<file path="config.mk">
export PLATFORM = sky130hd
export DESIGN_NAME = pack_stream_arbiter
export DESIGN_NICKNAME = d
export VERILOG_FILES = /design/src/rtl/pack_stream_arbiter.sv
export SDC_FILE = /design/constraint.sdc
export NUM_CORES = 1
export LEC_CHECK = 0
export CAP_MARGIN = 15
export CORE_MARGIN = 10
export CORE_UTILIZATION = 29
export DETAILED_ROUTE_END_ITERATION = 7
export HOLD_SLACK_MARGIN = 0.02
export PLACE_DENSITY = 0.53
export SETUP_SLACK_MARGIN = 0.2
export SLEW_MARGIN = 20
export SYNTH_ARGS = -nofsm -noshare
export SYNTH_HDL_FRONTEND = slang
export SYNTH_SLANG_ARGS = --single-unit
</file>
<file path="constraint.sdc">
create_clock -name clk -period 2.4 [get_ports clk]
set_input_delay 0.24 -clock clk [delete_from_list [all_inputs] [get_ports clk]]
set_output_delay 0.24 -clock clk [all_outputs]
set_load 0.02 [all_outputs]
</file>
<file path="src/rtl/pack_stream_arbiter.sv">
// pack_stream_arbiter
//
// Shares one upstream byte link between NSRC packet byte sources that use the
// DataNext/DataReady/DataVal pull handshake. The grant rotates round-robin and
// moves only when a source finishes an atomic unit (srcLast), so frames and
// sync sequences from different sources never interleave on the link.
//
// Ports
//   clk       system clock
//   rst       synchronous, active-high reset
//   txNext    link asks for the next byte (level, sampled only in IDLE)
//   txVal     byte to the link, valid while txReady is high
//   txReady   one-cycle pulse marking txVal/txSrc valid
//   txSrc     index of the source that supplied txVal
//   srcEn     per-source enable mask; disabled sources are never newly granted
//   srcNext   per-source next-byte request (one-hot or zero)
//   srcReady  per-source byte-valid pulse
//   srcVal    per-source byte, source i on [8i+7:8i]
//   srcLast   qualifies srcReady: this byte closes an atomic unit
//   grant     currently granted source
//   locked    a unit is in progress; grant is frozen
//   stalled   the locked source has been silent for STALL_CYC cycles or more
module pack_stream_arbiter #(
  parameter int NSRC      = 2,
  parameter int POLL_CYC  = 4,
  parameter int STALL_CYC = 4096,
  localparam int SW       = (NSRC > 1) ? $clog2(NSRC) : 1
) (
  input  logic              clk,
  input  logic              rst,
  input  logic              txNext,
  output logic [7:0]        txVal,
  output logic              txReady,
  output logic [SW-1:0]     txSrc,
  input  logic [NSRC-1:0]   srcEn,
  output logic [NSRC-1:0]   srcNext,
  input  logic [NSRC-1:0]   srcReady,
  input  logic [8*NSRC-1:0] srcVal,
  input  logic [NSRC-1:0]   srcLast,
  output logic [SW-1:0]     grant,
  output logic              locked,
  output logic              stalled
);

  localparam int WMAX = (POLL_CYC > STALL_CYC) ? POLL_CYC : STALL_CYC;
  localparam int CW   = $clog2(WMAX + 1);
  localparam logic [CW-1:0] POLL_LAST  = CW'(POLL_CYC - 1);
  localparam logic [CW-1:0] STALL_LAST = CW'(STALL_CYC - 1);

  typedef enum logic [2:0] {IDLE, ARB, POLL, ABANDON, DONE} state_t;

  state_t        state;
  logic [SW-1:0] rr;
  logic [CW-1:0] wait_cnt;

  logic          reply;
  logic          reply_last;
  logic [7:0]    reply_val;
  logic          found;
  logic [SW-1:0] pick;

  // Only the granted source's reply is ever looked at; anything else is dropped.
  assign reply      = srcReady[grant];
  assign reply_last = srcLast[grant];
  assign reply_val  = srcVal[{grant, 3'b000} +: 8];

  // Round-robin search starting just after the last unlocked grant.
  always_comb begin
    int cand;
    found = 1'b0;
    pick  = rr;
    cand  = 0;
    for (int i = 1; i <= NSRC; i++) begin
      cand = (int'(rr) + i) % NSRC;
      if (!found && srcEn[SW'(cand)]) begin
        found = 1'b1;
        pick  = SW'(cand);
      end
    end
  end

  always_ff @(posedge clk) begin
    if (rst) begin
      state    <= IDLE;
      rr       <= SW'(NSRC - 1);
      wait_cnt <= '0;
      grant    <= '0;
      locked   <= 1'b0;
      stalled  <= 1'b0;
      srcNext  <= '0;
      txVal    <= '0;
      txSrc    <= '0;
      txReady  <= 1'b0;
    end else begin
      txReady <= 1'b0;
      // A reply in POLL or in the one-cycle ABANDON window is always taken,
      // which also makes a reply coinciding with the poll timeout win.
      if ((state == POLL || state == ABANDON) && reply) begin
        txVal   <= reply_val;
        txSrc   <= grant;
        locked  <= !reply_last;
        stalled <= 1'b0;
        srcNext <= '0;
        txReady <= 1'b1;
        state   <= DONE;
      end else begin
        case (state)
          IDLE: begin
            if (txNext) state <= ARB;
          end
          ARB: begin
            // rr moves on every unlocked grant, even one that later times out,
            // so a silent source cannot starve the others.
            if (locked) begin
              srcNext  <= NSRC'(1) << grant;
              wait_cnt <= '0;
              state    <= POLL;
            end else if (found) begin
              grant    <= pick;
              rr       <= pick;
              srcNext  <= NSRC'(1) << pick;
              wait_cnt <= '0;
              state    <= POLL;
            end else begin
              state <= IDLE;
            end
          end
          POLL: begin
            if (!locked) begin
              if (wait_cnt == POLL_LAST) begin
                srcNext <= '0;
                state   <= ABANDON;
              end else begin
                wait_cnt <= wait_cnt + 1'b1;
              end
            end else begin
              // Mid-unit the source is waited for indefinitely; the counter
              // saturates and only raises the stalled flag.
              if (wait_cnt == STALL_LAST) stalled <= 1'b1;
              else                        wait_cnt <= wait_cnt + 1'b1;
            end
          end
          ABANDON: state <= IDLE;
          DONE:    state <= IDLE;
          default: state <= IDLE;
        endcase
      end
    end
  end

endmodule

</file>
==> out/results.ini, run 1 <==
[yosys]
yosys.area_share.simple_pct = 22.5
synth-seq-cells = 32
muxShareOfSynthArea_pct = 9.57
yosysTopAreaCellShare_pct = 40.5
ys_types = 41
synth_compound_area_share_pct = 21.0
ys_seq_area_share_pct = 40.5
synth_nets = 204
synth_xor_area_share_pct = 1.11
synthAdderAreaFrac_pct = 1.58
netlist_top_cells_count = dfxtp_1 (32), nor2_1 (23), a21oi_1 (14), mux2i_1 (14), nand2_1 (11)
synth_area_per_cell_um2 = 8.94
ys.flop_type = dfxtp_1
yosys-top-cells-area = dfxtp_1 (41%), mux2i_1 (8.9%), nor2_1 (5.5%)
yosysMostFrequentCell = dfxtp_1
postSynthCellCount = 177
netlist_area_um2 = 1580
synth-edff-count = 0
yosys_warnings = 0
yosysTopAreaCell = dfxtp_1
async_flop_share_pct = 0
synth_top_family_by_area = simple AND/OR/NAND/NOR gates

[grt]
grt_pass1_wl_um = 6860
antenna_found_initial = 0
grt_use_total_pct = 9.57
grt_pass1_vias = 1448
overflow = 0
grt_max_degree = 23

[timing]
hold_viol = 0
tightestPinTransition_ps = 538
finalWorstSetupSlack_ps = 361
final_max_slew_viol_count = 0
grt_setup_unrepaired = false
finalSetupViolations = 0
period_share_pct = 85.0
fmax_ghz = 0.490
finalCriticalPeriod_ps = 2040
setup-tns-final_ps = 0
hold_ws_ps = 471
relSlewSlack_pct = 64.0
fin_worst_skew_ps = 3.17

[power]
seq_power_share_pct = 43.8
vdd_drop_max_mv = 0.242
p_comb_share_pct = 10.5
sw_frac_of_total_pct = 22.1
p_leak_nw = 0.729
powerDensity_nw_per_um2 = 582
finalPower_mw = 1.26
clkPwrFrac_pct = 45.7
internal-power_uw = 980
p_switching_uw = 278

[critical_path]
crit_chain = ha_1 > nand3_1 > nor3_4 > a2111oi_4 > buf_4 > a41oi_1 > a31oi_1
r2r_setup_slack_ps = 360
path_buf_inv = 1
cp_slowest_cell = dfxtp_1
endpoint = wait_cnt[4]$_SDFFE_PP0P_
cp_max_fo = 12
worst-setup-path-type = reg2reg
crit_path_end_kind = register
cp_top_family = simple AND/OR/NAND/NOR gates
max_stage_delay_ps = 430
cp.required_ps = 2550
crit_cells = 7
reg2regPathDepth = 7
r2r_start = wait_cnt[0]$_SDFFE_PP0P_
crit_arrival_ps = 2190
startpoint = wait_cnt[0]$_SDFFE_PP0P_
critPathLaunchType = register
timing.rr.end = wait_cnt[4]$_SDFFE_PP0P_

[floorplan]
die_y_um = 93.8
die_w_um = 93.8
fp.coreArea_um2 = 5200
start_util_pct = 30.4
io_pins = 40
placement_rows = 26
dieArea_um2 = 8810

[clock_network]
cts_hold_buf = 0
cts_tree = yes
cts.sinks = 32
htreeDepth = 2
clk_pin_slew_ps = 70
cts_buffer_depth = 2
cts-root-buf = clkbuf_8
numCtsBuffers = 5
clock_latency_ps = 280

[routing]
drt_iter0_markers = 45
wl_per_cell_um = 13.6
dr.pass1.iters = 3
vias = 1383
ant_nets = 0
vias_per_cell = 4.80
drc = 0
drt-total-wl_um = 3930

[placed_design]
pre_cts_ws_ps = 320
postPlaceCellArea_um2 = 2030
gp_congestion = 0.794
portBuffers = 38
place_inst = 280
dp.final_hpwl_um = 2890

[finish]
design_area_um2 = 2160
antenna_cells = 0
final_util_pct = 41.5
fin_nets = 244
drive_gt1_share_pct = 9.17
area_growth_pct = 36.6
fillers = 550
stdcell_count = 288

[outcome]
outcome = completed

[worst_hold_path]
hold_class = reg2reg

[job]
cap_violations = 0

[logic make-up after synthesis]
family                   count (synthesis)
multiplexers                            15
AO/OA/AOI/OAI                           49
flip-flops                              32
adder cells (fa/ha/maj)                  2
buffers and inverters                   11
XOR/XNOR                                 2
AND/OR/NAND/NOR                         66
[layout by cell type (no fill, tap or decap), types with 2 or more instances in the layout]
cell,instances
nand2_1,11
ha_1,2
dfxtp_1,32
buf_4,4
inv_1,2
nor4b_1,2
o21ai_1,2
nand3_1,5
clkbuf_8,7
a211oi_1,9
clkdlybuf4s50_1,38
a41oi_1,2
mux2i_1,14
a31oi_1,9
nor4_1,2
nand2b_1,2
nor3_1,8
o21a_1,2
a21oi_1,14
nand4_1,2
nor2_1,23
o21ai_0,5
xor2_1,2
[state kept, by name, summed over array words and instances, names as in the netlist]
name and flops:
wait_cnt 13, txVal 8, state 3, srcNext 2, grant 1, locked 1, rr 1, stalled 1
txReady 1, txSrc 1
[worst register-to-register path: stages (launching register included)]
cell,delay (ps)
dfxtp_1,430
ha_1,250
nand3_1,270
nor3_4,380
a2111oi_4,110
buf_4,200
a41oi_1,210
a31oi_1,60
[repair_timing]
action,in CTS,in global routing
gates resized for setup,0,1
setup buffers,0,0
endpoints found under the setup margin,0,1
[layer usage]
metal	routed length (µm)	GRT usage, %
met4	55	3.67
met5	0	0
met2	1700	14.1
met3	297	4.96
met1	1870	11.5
[power groups by stage]
stage          clock network (mW)  logic (mW)  registers, mW
2_1_floorplan                   0      0.0600          0.571
3_3_place_gp                    0       0.135          0.563
3_5_place_dp                    0       0.135          0.563
4_1_cts                     0.588       0.135          0.551
5_1_grt                     0.614       0.146          0.553
6_report                    0.575       0.133          0.551
[worst min-delay path by stage]
stage | start | endpoint | slack (ps) | depth (start not counted)
2_1_floorplan | rst | rr$_SDFFE_PP1P_ | 400 | 2
3_3_place_gp | state[0]$_SDFFE_PP0P_ | state[0]$_SDFFE_PP0P_ | 460 | 1
3_5_place_dp | state[0]$_SDFFE_PP0P_ | state[0]$_SDFFE_PP0P_ | 460 | 1
4_1_cts | state[0]$_SDFFE_PP0P_ | state[0]$_SDFFE_PP0P_ | 470 | 1
5_1_grt | state[0]$_SDFFE_PP0P_ | state[0]$_SDFFE_PP0P_ | 520 | 1
6_report | state[0]$_SDFFE_PP0P_ | state[0]$_SDFFE_PP0P_ | 470 | 1
[cell type report]
cell class	count	area [µm²]	share of cell area (%)
sequential	32	641	29.6
clock inverter	1	30.0	1.39
clock buffer	7	96.3	4.46
inverter	2	7.51	0.347
multi-input combinational	134	888	41.1
timing repair buffer	42	410	19.0
tap	70	87.6	4.05
Note: power is estimated with default switching activity, not from simulation.
==> run 2: changes to the inputs <==
==> constraint.sdc (replaced) <==
create_clock -name clk -period 1.9 [get_ports clk]
set_input_delay 0.19 -clock clk [delete_from_list [all_inputs] [get_ports clk]]
set_output_delay 0.19 -clock clk [all_outputs]
set_load 0.02 [all_outputs]
==> out/results.ini, run 2 (synthesis results as in run 1) <==
[finish]
fin_nets = 272  ; was 244
antenna_cells = 0  ; unchanged
drive_gt1_share_pct = 30.9  ; was 9.17%
largest_register = wait_cnt  ; unchanged
layout_common_cells = clkdlybuf4s50_1 (37), buf_4 (29), nor2_1 (23), dfxtp_1 (21), mux2i_1 (13)  ; was clkdlybuf4s50_1 (38), dfxtp_1 (32), nor2_1 (23), mux2i_1 (14), a21oi_1 (14)
reg_top3 = wait_cnt x13, txVal x8, state x3  ; unchanged
largest_register_ffs = 13  ; unchanged
area_growth_pct = 59.1  ; was 36.6%
fillers = 545  ; was 550
final_common_cell = clkdlybuf4s50_1  ; unchanged

[grt]
grt_pass1_vias = 1536  ; was 1448
overflow = 0  ; unchanged
grt_pass1_wl_um = 7370  ; was 6860 µm
grt_max_degree = 25  ; was 23
grt_use_total_pct = 10.4  ; was 9.57%
antenna_found_initial = 0  ; unchanged

[floorplan]
io_pins = 40  ; unchanged
die_w_um = 93.8  ; unchanged
fp.coreArea_um2 = 5200  ; unchanged
die_y_um = 93.8  ; unchanged
dieArea_um2 = 8810  ; unchanged
start_util_pct = 30.4  ; unchanged
placement_rows = 26  ; unchanged

[clock_network]
cts-root-buf = clkbuf_8  ; unchanged
cts.sinks = 32  ; unchanged
htreeDepth = 2  ; unchanged
numCtsBuffers = 5  ; unchanged
cts_buffer_depth = 2  ; unchanged
clk_pin_slew_ps = 70  ; about the same
cts_tree = yes  ; unchanged
clock_latency_ps = 290  ; was 280 ps

[worst_hold_path]
min_from = wait_cnt[2]$_SDFFE_PP0P_  ; was state[0]$_SDFFE_PP0P_
holdPathEnd = wait_cnt[2]$_SDFFE_PP0P_  ; was state[0]$_SDFFE_PP0P_
hold_depth = 1  ; unchanged
hold_class = reg2reg  ; unchanged

[timing]
hold_viol = 0  ; unchanged
finalSetupViolations = 0  ; unchanged
fin_worst_skew_ps = 4.77  ; was 3.17 ps
fmax_ghz = 0.567  ; was 0.490 GHz
setup-tns-final_ps = 0  ; unchanged
final_max_slew_viol_count = 0  ; unchanged
period_share_pct = 92.9  ; was 85.0%
hold_ws_ps = 485  ; was 471 ps
relSlewSlack_pct = 75.9  ; was 64.0%
finalCriticalPeriod_ps = 1770  ; was 2040 ps
grt_setup_unrepaired = true  ; was false
tightestPinTransition_ps = 359  ; was 538 ps
finalWorstSetupSlack_ps = 135  ; was 361 ps

[power]
p_switching_uw = 358  ; was 278 µW
clkPwrFrac_pct = 37.8  ; was 45.7%
p_comb_share_pct = 14.3  ; was 10.5%
p_leak_nw = 0.907  ; was 0.729 nW
sw_frac_of_total_pct = 24.8  ; was 22.1%
vdd_drop_max_mv = 0.265  ; was 0.242 mV
seq_power_share_pct = 47.9  ; was 43.8%
powerDensity_nw_per_um2 = 573  ; was 582 nW/µm²
internal-power_mw = 1.08  ; was 980 µW

[critical_path]
crit_chain = or3b_4 > nor4_4 > a2111oi_4 > buf_4 > a221o_1  ; was ha_1 > nand3_1 > nor3_4 > a2111oi_4 > buf_4 > a41oi_1 > a31oi_1
r2r_setup_slack_ps = 130  ; was 360 ps
crit_arrival_ps = 1940  ; was 2190 ps
worst-setup-path-type = reg2reg  ; unchanged
max_stage_delay_ps = 430  ; about the same
cp_slowest_cell = or3b_4  ; was dfxtp_1
path_buf_inv = 1  ; unchanged
cp_top_family = simple AND/OR/NAND/NOR gates  ; unchanged
reg2regPathDepth = 5  ; was 7
timing.rr.end = wait_cnt[11]$_SDFFE_PP0P_  ; was wait_cnt[4]$_SDFFE_PP0P_
cp.required_ps = 2070  ; was 2550 ps
r2r_start = state[2]$_SDFFE_PP0P_  ; was wait_cnt[0]$_SDFFE_PP0P_
cp_max_fo = 5  ; was 12
crit_path_end_kind = register  ; unchanged
critPathLaunchType = register  ; unchanged
startpoint = state[2]$_SDFFE_PP0P_  ; was wait_cnt[0]$_SDFFE_PP0P_

[job]
cap_violations = 0  ; unchanged

[routing]
highest_layer = met4  ; unchanged
drt_iter0_markers = 70  ; was 45
drt-total-wl_um = 4590  ; was 3930 µm
wl_met3_um = 161  ; was 297 µm
vias_per_cell = 4.81  ; was 4.80
vias = 1520  ; was 1383
ant_nets = 0  ; unchanged
wl_per_cell_um = 14.5  ; was 13.6 µm
drt-met1-wl_um = 2140  ; was 1870 µm
wl_met2_um = 2180  ; was 1700 µm
dr.pass1.iters = 4  ; was 3
drc = 0  ; unchanged

[placed_design]
dp.final_hpwl_um = 3240  ; was 2890 µm
pre_cts_ws_ps = 27.2  ; was 320 ps
portBuffers = 38  ; unchanged
gp_congestion = 0.816  ; was 0.794

[outcome]
outcome = completed  ; unchanged

==> run 2: cell types whose count changed in the layout (fill, tap and decap cells not counted), moves of 3 or more <==
cell / change
buf_4: +25
dfxtp_1: -11
dfxtp_2: +8
a21oi_1: -3
buf_6: +3
dfxtp_4: +3
==> run 2: final cells by class <==
cell class	instances	area, µm²	share of cell area (%)
well taps	70	87.6	3.48
repair buffers	70	631	25.1
inverters	2	7.51	0.298
multi-input cells	134	1040	41.2
clock buffers	6	82.6	3.28
flip-flops and latches	32	662	26.3
clock inverters	2	10.0	0.398
==> run 2: how the worst max path moves through the flow <==
stage,to,slack (ps),cells past startpoint
4_1_cts,wait_cnt[4]$_SDFFE_PP0P_,120,6
5_1_grt,wait_cnt[4]$_SDFFE_PP0P_,60,7
6_report,wait_cnt[11]$_SDFFE_PP0P_,130,5
3_3_place_gp,wait_cnt[12]$_SDFFE_PP0P_,40,6
3_5_place_dp,wait_cnt[3]$_SDFFE_PP0P_,30,7
2_1_floorplan,wait_cnt[11]$_SDFFE_PP0P_,170,6
==> run 2: per-layer routing <==
metal  global-route usage, %  vias to the layer above
met5                       0                        -
met4                    5.44                        0
li1                        -                      791
met1                    12.4                      689
met3                    2.64                        8
met2                    16.7                       32
==> run 2: through the flow <==
stage	total power, mW	instance area [µm²]	instances	util [%]
after floorplan	0.800	1610	177	-
after global placement	0.900	2200	300	42.3
after detailed placement	0.901	2200	300	42.3
after CTS	1.47	2410	315	46.2
after global routing	1.52	2520	316	48.3
final	1.44	2520	316	48.3
==> run 2: power by group through the flow <==
stage	clock, mW	combinational [mW]	sequential [mW]
floorplan	0	0.0786	0.721
global placement	0	0.191	0.709
detailed placement	0	0.192	0.709
CTS	0.572	0.199	0.694
global route	0.603	0.224	0.693
finish	0.545	0.206	0.691
==> run 2: repair_timing <==
item | in CTS | in global routing
gates resized for setup | 19 | 22
setup endpoints to repair | 17 | 26
hold buffers | 0 | 0
buffers inserted | 7 | 1
pin swaps | 8 | 11
==> run 2: worst reg2reg max path, stage by stage, from the launching register on <==
cell	delay, ps
dfxtp_2	320
or3b_4	430
nor4_4	280
a2111oi_4	140
buf_4	190
a221o_1	290
==> run 3: changes to the inputs <==
--- a/config.mk
+++ b/config.mk
@@ -9,6 +9,7 @@
 export CORE_MARGIN = 10
 export CORE_UTILIZATION = 29
 export DETAILED_ROUTE_END_ITERATION = 7
+export GPL_ROUTABILITY_DRIVEN = 0
 export HOLD_SLACK_MARGIN = 0.02
 export PLACE_DENSITY = 0.53
 export SETUP_SLACK_MARGIN = 0.2
==> results of run 3 <==
The final DEF is identical to that of run 2; final timing and power are the same.
